[src/rtl/alu_seq_if.sv]
// alu_seq_if: command/result handshake bundle for alu_seq.
// slave = ALU side, master = command source / result consumer side.
interface alu_seq_if #(
    parameter int WIDTH = 8
);
    logic             i_valid;
    logic             o_ready;
    logic [2:0]       i_opcode;
    logic [WIDTH-1:0] i_a;
    logic [WIDTH-1:0] i_b;
    logic             o_valid;
    logic             i_ready;
    logic [WIDTH-1:0] o_result;
    logic [WIDTH-1:0] o_result_hi;
    logic             o_carry;
    logic             o_zero;
    logic             o_neg;
    logic             o_ovf;
    logic             o_err;

    modport slave (
        input  i_valid, i_opcode, i_a, i_b, i_ready,
        output o_ready, o_valid, o_result, o_result_hi,
        output o_carry, o_zero, o_neg, o_ovf, o_err
    );

    modport master (
        output i_valid, i_opcode, i_a, i_b, i_ready,
        input  o_ready, o_valid, o_result, o_result_hi,
        input  o_carry, o_zero, o_neg, o_ovf, o_err
    );
endinterface

[src/rtl/alu_seq.sv]
// alu_seq: registered 8-op ALU with valid/ready on both sides.
// Macro ALU_SEQ_MUL_EN enables the iterative shift-add multiplier (opcode 7).
module alu_seq #(
    parameter int WIDTH = 8
) (
    input logic      i_clk,
    input logic      i_rst_n,
    alu_seq_if.slave bus
);
    localparam int SHW = (WIDTH > 2) ? $clog2(WIDTH) : 1;

    localparam logic [2:0] OP_ADD = 3'd0;
    localparam logic [2:0] OP_SUB = 3'd1;
    localparam logic [2:0] OP_AND = 3'd2;
    localparam logic [2:0] OP_OR  = 3'd3;
    localparam logic [2:0] OP_XOR = 3'd4;
    localparam logic [2:0] OP_SHL = 3'd5;
    localparam logic [2:0] OP_SHR = 3'd6;
    localparam logic [2:0] OP_MUL = 3'd7;

`ifdef ALU_SEQ_MUL_EN
    typedef enum logic [1:0] {
        IDLE = 2'd0,
        BUSY = 2'd1,
        DONE = 2'd2
    } state_t;
`else
    typedef enum logic [1:0] {
        IDLE = 2'd0,
        DONE = 2'd2
    } state_t;
`endif

    state_t           state_q, state_d;
    logic [WIDTH-1:0] res_q, res_d;
    logic [WIDTH-1:0] hi_q, hi_d;
    logic             carry_q, carry_d;
    logic             zero_q, zero_d;
    logic             neg_q, neg_d;
    logic             ovf_q, ovf_d;
    logic             err_q, err_d;

    logic [SHW-1:0]   sh;
    logic [WIDTH:0]   add_w;
    logic [WIDTH:0]   sub_w;
    logic [WIDTH:0]   shl_w;
    logic [WIDTH:0]   shr_w;
    logic [WIDTH-1:0] alu_res;
    logic             alu_c;
    logic             alu_v;
    logic             alu_e;

    assign sh    = bus.i_b[SHW-1:0];
    assign add_w = {1'b0, bus.i_a} + {1'b0, bus.i_b};
    assign sub_w = {1'b0, bus.i_a} - {1'b0, bus.i_b};
    // Extra bit above/below catches the last bit shifted out.
    assign shl_w = {1'b0, bus.i_a} << sh;
    assign shr_w = {bus.i_a, 1'b0} >> sh;

`ifdef ALU_SEQ_MUL_EN
    logic [WIDTH-1:0]   mcand_q, mcand_d;
    logic [2*WIDTH-1:0] acc_q, acc_d;
    logic [SHW-1:0]     cnt_q, cnt_d;
    logic [WIDTH:0]     step_sum;
    logic [2*WIDTH-1:0] step_acc;

    // acc holds {partial product, remaining multiplier bits}.
    assign step_sum = {1'b0, acc_q[2*WIDTH-1:WIDTH]}
                    + (acc_q[0] ? {1'b0, mcand_q} : {(WIDTH+1){1'b0}});
    assign step_acc = {step_sum, acc_q[WIDTH-1:1]};
`endif

    // Single-cycle operation results from the live command inputs.
    always_comb begin
        alu_res = '0;
        alu_c   = 1'b0;
        alu_v   = 1'b0;
        alu_e   = 1'b0;
        case (bus.i_opcode)
            OP_ADD: begin
                {alu_c, alu_res} = add_w;
                alu_v = (bus.i_a[WIDTH-1] == bus.i_b[WIDTH-1])
                     && (add_w[WIDTH-1] != bus.i_a[WIDTH-1]);
            end
            OP_SUB: begin
                {alu_c, alu_res} = sub_w;
                alu_v = (bus.i_a[WIDTH-1] != bus.i_b[WIDTH-1])
                     && (sub_w[WIDTH-1] != bus.i_a[WIDTH-1]);
            end
            OP_AND: alu_res = bus.i_a & bus.i_b;
            OP_OR:  alu_res = bus.i_a | bus.i_b;
            OP_XOR: alu_res = bus.i_a ^ bus.i_b;
            OP_SHL: {alu_c, alu_res} = shl_w;
            OP_SHR: {alu_res, alu_c} = shr_w;
            OP_MUL: begin
`ifdef ALU_SEQ_MUL_EN
                alu_e = 1'b0;
`else
                alu_e = 1'b1;
`endif
            end
            default: alu_e = 1'b0;
        endcase
    end

    // Next-state and next output register values.
    always_comb begin
        state_d = state_q;
        res_d   = res_q;
        hi_d    = hi_q;
        carry_d = carry_q;
        zero_d  = zero_q;
        neg_d   = neg_q;
        ovf_d   = ovf_q;
        err_d   = err_q;
`ifdef ALU_SEQ_MUL_EN
        mcand_d = mcand_q;
        acc_d   = acc_q;
        cnt_d   = cnt_q;
`endif
        unique case (state_q)
            IDLE: begin
                if (bus.i_valid) begin
`ifdef ALU_SEQ_MUL_EN
                    if (bus.i_opcode == OP_MUL) begin
                        mcand_d = bus.i_a;
                        acc_d   = {{WIDTH{1'b0}}, bus.i_b};
                        cnt_d   = SHW'(WIDTH - 1);
                        state_d = BUSY;
                    end else begin
`else
                    begin
`endif
                        res_d   = alu_res;
                        hi_d    = '0;
                        carry_d = alu_c;
                        zero_d  = (alu_res == '0);
                        neg_d   = alu_res[WIDTH-1];
                        ovf_d   = alu_v;
                        err_d   = alu_e;
                        state_d = DONE;
                    end
                end
            end
`ifdef ALU_SEQ_MUL_EN
            BUSY: begin
                acc_d = step_acc;
                if (cnt_q == '0) begin
                    res_d   = step_acc[WIDTH-1:0];
                    hi_d    = step_acc[2*WIDTH-1:WIDTH];
                    carry_d = |step_acc[2*WIDTH-1:WIDTH];
                    zero_d  = (step_acc[WIDTH-1:0] == '0);
                    neg_d   = step_acc[WIDTH-1];
                    ovf_d   = 1'b0;
                    err_d   = 1'b0;
                    state_d = DONE;
                end else begin
                    cnt_d = cnt_q - 1'b1;
                end
            end
`endif
            DONE: begin
                if (bus.i_ready) begin
                    state_d = IDLE;
                end
            end
            default: state_d = IDLE;
        endcase
    end

    // State and output registers; reset clears everything, even mid-multiply.
    always_ff @(posedge i_clk or negedge i_rst_n) begin
        if (!i_rst_n) begin
            state_q <= IDLE;
            res_q   <= '0;
            hi_q    <= '0;
            carry_q <= 1'b0;
            zero_q  <= 1'b0;
            neg_q   <= 1'b0;
            ovf_q   <= 1'b0;
            err_q   <= 1'b0;
`ifdef ALU_SEQ_MUL_EN
            mcand_q <= '0;
            acc_q   <= '0;
            cnt_q   <= '0;
`endif
        end else begin
            state_q <= state_d;
            res_q   <= res_d;
            hi_q    <= hi_d;
            carry_q <= carry_d;
            zero_q  <= zero_d;
            neg_q   <= neg_d;
            ovf_q   <= ovf_d;
            err_q   <= err_d;
`ifdef ALU_SEQ_MUL_EN
            mcand_q <= mcand_d;
            acc_q   <= acc_d;
            cnt_q   <= cnt_d;
`endif
        end
    end

    assign bus.o_ready     = (state_q == IDLE);
    assign bus.o_valid     = (state_q == DONE);
    assign bus.o_result    = res_q;
    assign bus.o_result_hi = hi_q;
    assign bus.o_carry     = carry_q;
    assign bus.o_zero      = zero_q;
    assign bus.o_neg       = neg_q;
    assign bus.o_ovf       = ovf_q;
    assign bus.o_err       = err_q;
endmodule

[src/flat_wrapper.sv]
// flat-port wrapper written by rule: the top's interface ports become plain ports
module alu_seq_flat 
#(
    parameter int WIDTH = 8
)
  (i_clk, i_rst_n, bus_i_valid, bus_i_opcode, bus_i_a, bus_i_b, bus_i_ready, bus_o_ready, bus_o_valid, bus_o_result, bus_o_result_hi, bus_o_carry, bus_o_zero, bus_o_neg, bus_o_ovf, bus_o_err);
  alu_seq_if #(.WIDTH(WIDTH)) bus_i ();
  input logic i_clk;
  input logic i_rst_n;
  input wire logic [$bits(bus_i.i_valid)-1:0] bus_i_valid;
  input wire logic [$bits(bus_i.i_opcode)-1:0] bus_i_opcode;
  input wire logic [$bits(bus_i.i_a)-1:0] bus_i_a;
  input wire logic [$bits(bus_i.i_b)-1:0] bus_i_b;
  input wire logic [$bits(bus_i.i_ready)-1:0] bus_i_ready;
  output wire logic [$bits(bus_i.o_ready)-1:0] bus_o_ready;
  output wire logic [$bits(bus_i.o_valid)-1:0] bus_o_valid;
  output wire logic [$bits(bus_i.o_result)-1:0] bus_o_result;
  output wire logic [$bits(bus_i.o_result_hi)-1:0] bus_o_result_hi;
  output wire logic [$bits(bus_i.o_carry)-1:0] bus_o_carry;
  output wire logic [$bits(bus_i.o_zero)-1:0] bus_o_zero;
  output wire logic [$bits(bus_i.o_neg)-1:0] bus_o_neg;
  output wire logic [$bits(bus_i.o_ovf)-1:0] bus_o_ovf;
  output wire logic [$bits(bus_i.o_err)-1:0] bus_o_err;
  assign bus_i.i_valid = bus_i_valid;
  assign bus_i.i_opcode = bus_i_opcode;
  assign bus_i.i_a = bus_i_a;
  assign bus_i.i_b = bus_i_b;
  assign bus_i.i_ready = bus_i_ready;
  assign bus_o_ready = bus_i.o_ready;
  assign bus_o_valid = bus_i.o_valid;
  assign bus_o_result = bus_i.o_result;
  assign bus_o_result_hi = bus_i.o_result_hi;
  assign bus_o_carry = bus_i.o_carry;
  assign bus_o_zero = bus_i.o_zero;
  assign bus_o_neg = bus_i.o_neg;
  assign bus_o_ovf = bus_i.o_ovf;
  assign bus_o_err = bus_i.o_err;
  alu_seq #(.WIDTH(WIDTH)) u_core (.i_clk(i_clk), .i_rst_n(i_rst_n), .bus(bus_i));
endmodule
[config.mk]
export PLATFORM = sky130hd
export DESIGN_NAME = alu_seq_flat
export DESIGN_NICKNAME = d
export VERILOG_FILES = /design/src/rtl/alu_seq_if.sv /design/src/rtl/alu_seq.sv /design/src/flat_wrapper.sv
export SDC_FILE = /design/constraint.sdc
export NUM_CORES = 1
export LEC_CHECK = 0
export ABC_AREA = 1
export BUFFER_PORTS_ARGS = -buffer_cell sky130_fd_sc_hd__buf_4
export CORE_UTILIZATION = 60
export CTS_BUF_LIST = sky130_fd_sc_hd__clkbuf_4
export DETAILED_ROUTE_END_ITERATION = 12
export PLACE_DENSITY = 0.87
export SLEW_MARGIN = 20
export SYNTH_ARGS = -nofsm -noshare
export SYNTH_HDL_FRONTEND = slang
export SYNTH_SLANG_ARGS = --single-unit
[constraint.sdc]
create_clock -name i_clk -period 3.45 [get_ports i_clk]
set_clock_uncertainty 0.2 [all_clocks]
set_input_delay 0 -clock i_clk [delete_from_list [all_inputs] [get_ports i_clk]]
set_output_delay 0 -clock i_clk [all_outputs]
set_load 0.01 [all_outputs]
==> out/metrics.cfg <==
[outcome]
status = completed

[pwr]
ir_worst_vdd_v = 0.000118
power.density_mw_per_mm2 = 257
swShare = 0.448
p_leak_uw = 0.00153
pwr-share-clk = 0.142
internal_power_uw = 387
totalPowerFinal_uw = 700
p_seq_frac = 0.288
power_frac_comb = 0.570
p_sw_uw = 313

[sta]
finalWorstPathRequiredPeriod_ns = 2.19
fmax_mhz = 458
tns_ns = 0
hold_viol = 0
setup_viol = 0
min_period_over_period = 0.633
rsz0062_at_grt = no
tightest_slew_ns = 0.595
max_slew_margin = 0.602
maxSlewViolCount = 0

[setup_path]
critPathKind = in2reg
cp-start-kind = input port
critPathRequiredTime_ns = 3.47
reg2reg_depth = 4
path_max_fanout = 9
reg2reg_from = u_core.state_q[1]
cp_common_cell = dlygate4sd3_1
cp_cell_sequence = dlygate4sd3_1 > buf_4 > nand2_1 > dlygate4sd3_1 > o31ai_1 > dlygate4sd3_1
startpoint = bus_i_opcode[0]
crit_path_max_incr_delay_ns = 0.58
crit_path_top_delay_cell = dlygate4sd3_1
cp-end-kind = flip-flop
crit_arrival_ns = 2.20

[route]
viasPerCell = 5.81
first_pass_iters = 5
drcViolationCount = 0
vias = 2901
drt_iter0_markers = 282
wl_um = 7450
final_antenna_net_count = 0
avgRoutedWirePerCell_um = 14.9

[worst_hold_path]
hold_path.class = in2reg
hp-start = bus_i_a[7]
hold_depth = 6

[cells_and_area]
num-fill-cells = 342
design_area_mm2 = 0.00272
layout.nets = 502
n_antenna_cell = 0
syn2layout_area_growth_pct = 12.6
drive_above_1_share = 0.133

[logic_synthesis]
ys_seq_elements = 13
synth_ff_type = dfrtp_1
yosysTopAreaCell = nand2_1
synth_edf_count = 0
synthCells = 419
ys_top_cells_by_area = nand2_1, nand3_1, dfrtp_1
synth.top_cell.area_share = 0.207
async_reset_ff_frac = 1.00
ys_types = 36
syn_area_mm2 = 0.00241
yosysWarnings = 0
avgSynthCellArea_um2 = 5.76
synth-seq-area-share = 0.135

[clocking]
clkLatencyLatePin_ns = 0.27
cts_tree = built
cts.sinks = 13
clockRootBuffer = clkbuf_4
cts_hold_buffers = 6
cts-htree-levels = 1
cts_buffer_depth = 2
cts_resized = 0
cts-buffers-inserted = 3
clkTransAtPathRegs_ns = 0.08
postCtsSetupBuffers = 0

[floorplanning]
die_x_um = 65.4
initial_core_util = 0.640
core_area_mm2 = 0.00377
die_h_um = 65.4
num_rows = 22
dieArea_mm2 = 0.00428
ios = 46

[placed_design]
dpl_cell_area_mm2 = 0.00263
port_buffers = 37
gp_congestion = 0.965
dp_hpwl_um = 5940

[global_routing]
top_usage_layer = met2
grt_overflow_total = 0
use_met1 = 0.483
grt_max_degree = 22
grt_util_met3 = 0.0955
grt_pass1_wl_um = 12300
globalRouteTotalUtil = 0.378
use_met2 = 0.594
grt_pass1_vias = 2648
antenna_found_initial = 0

[job]
maxCapViolations = 0

## cells in the final DEF (no fill, tap or decap), types with 2 or more instances in the layout
master,instances
a21oi_1,13
buf_4,37
clkbuf_4,4
conb_1,8
dfrtp_1,13
dlygate4sd3_1,6
fa_1,2
ha_1,25
inv_1,48
inv_2,4
nand2_1,133
nand3_1,66
nand3_2,3
nand4_1,8
nor2_1,41
nor2_2,4
nor2_4,2
nor3_2,2
o21ai_0,13
o21ai_1,3
or2_2,2
## routing by layer
layer / vias up / wire length, um / share of wire
li1: 1398 / - / -
met1: 1300 / 3030 / 0.41
met2: 181 / 3310 / 0.44
met3: 22 / 859 / 0.12
met4: 0 / 246 / 0.033
met5: - / 0 / 0
## sequential cells by signal, summed over array words and instances (netlist names)
signal,cells
u_core.bus.o_carry,1
u_core.bus.o_result,8
u_core.state_q,1
u_core.bus.o_zero,1
u_core.bus.o_err,1
u_core.bus.o_ovf,1
## final cells by class
class | instances | area, um^2 | share of cell area
timing repair buffer | 43 | 338 | 0.124
clock buffer | 4 | 30.0 | 0.0110
multi-input combinational | 338 | 1760 | 0.649
sequential | 13 | 325 | 0.120
tap | 48 | 60.1 | 0.0221
inverter | 53 | 201 | 0.0741
## synthesized netlist by cell type, types with 2 or more instances
| cell type | n |
|---|---|
| or2_2 | 2 |
| nor3_2 | 2 |
| buf_4 | 14 |
| ha_1 | 25 |
| nand4_1 | 8 |
| nand3_1 | 66 |
| nand2_1 | 133 |
| nor2_4 | 2 |
| nand3_2 | 3 |
| inv_2 | 4 |
| inv_1 | 48 |
| nor2_2 | 4 |
| o21ai_1 | 3 |
| nor2_1 | 41 |
| dfrtp_1 | 13 |
| o21ai_0 | 13 |
| fa_1 | 2 |
| a21oi_1 | 13 |
| buf_2 | 6 |
## per-stage QoR
stage | hold slack [ns] | utilization | setup slack [ns] | std cells
after floorplan | -0.496 | - | 1.70 | 426
after global placement | -0.353 | 0.697 | 1.40 | 489
after detailed placement | -0.352 | 0.697 | 1.36 | 489
after CTS | 0.0135 | 0.721 | 1.28 | 499
after global routing | 0.132 | 0.721 | 1.16 | 499
final | 0.00218 | 0.721 | 1.26 | 499
## critical path: cells and delay by family
family,cells,cell delay (ns)
compound gates,1,0.22
buf+inv,4,1.86
simple gates,1,0.11
## cell families after synthesis
group / Yosys count / share of synthesized area
simple gates: 266 / 0.487
buf+inv: 75 / 0.146
compound gates: 36 / 0.0814
fa+ha+maj: 27 / 0.146
flops: 13 / 0.135
xor+xnor: 1 / 0.00363
other cells: 1 / 0.00155
## final timing paths
check                           slack, ns                  to
worst max-delay path                 1.26    u_core.bus.o_err
worst min-delay path                0.002    u_core.bus.o_ovf
worst max register to register       1.43    u_core.bus.o_err
worst min register to register       0.29  u_core.bus.o_carry
max in group asynchronous            2.09   u_core.state_q[1]
min in group asynchronous            0.58    u_core.bus.o_err
## power groups by stage
stage | Combinational (uW) | Clock, uW | Sequential [uW]
after floorplan | 236 | 0 | 216
after global placement | 374 | 0 | 201
after detailed placement | 382 | 0 | 204
after CTS | 391 | 98.9 | 202
after global routing | 445 | 106 | 204
final | 399 | 99.1 | 202
No activity file was read; power rests on OpenSTA's default activity.
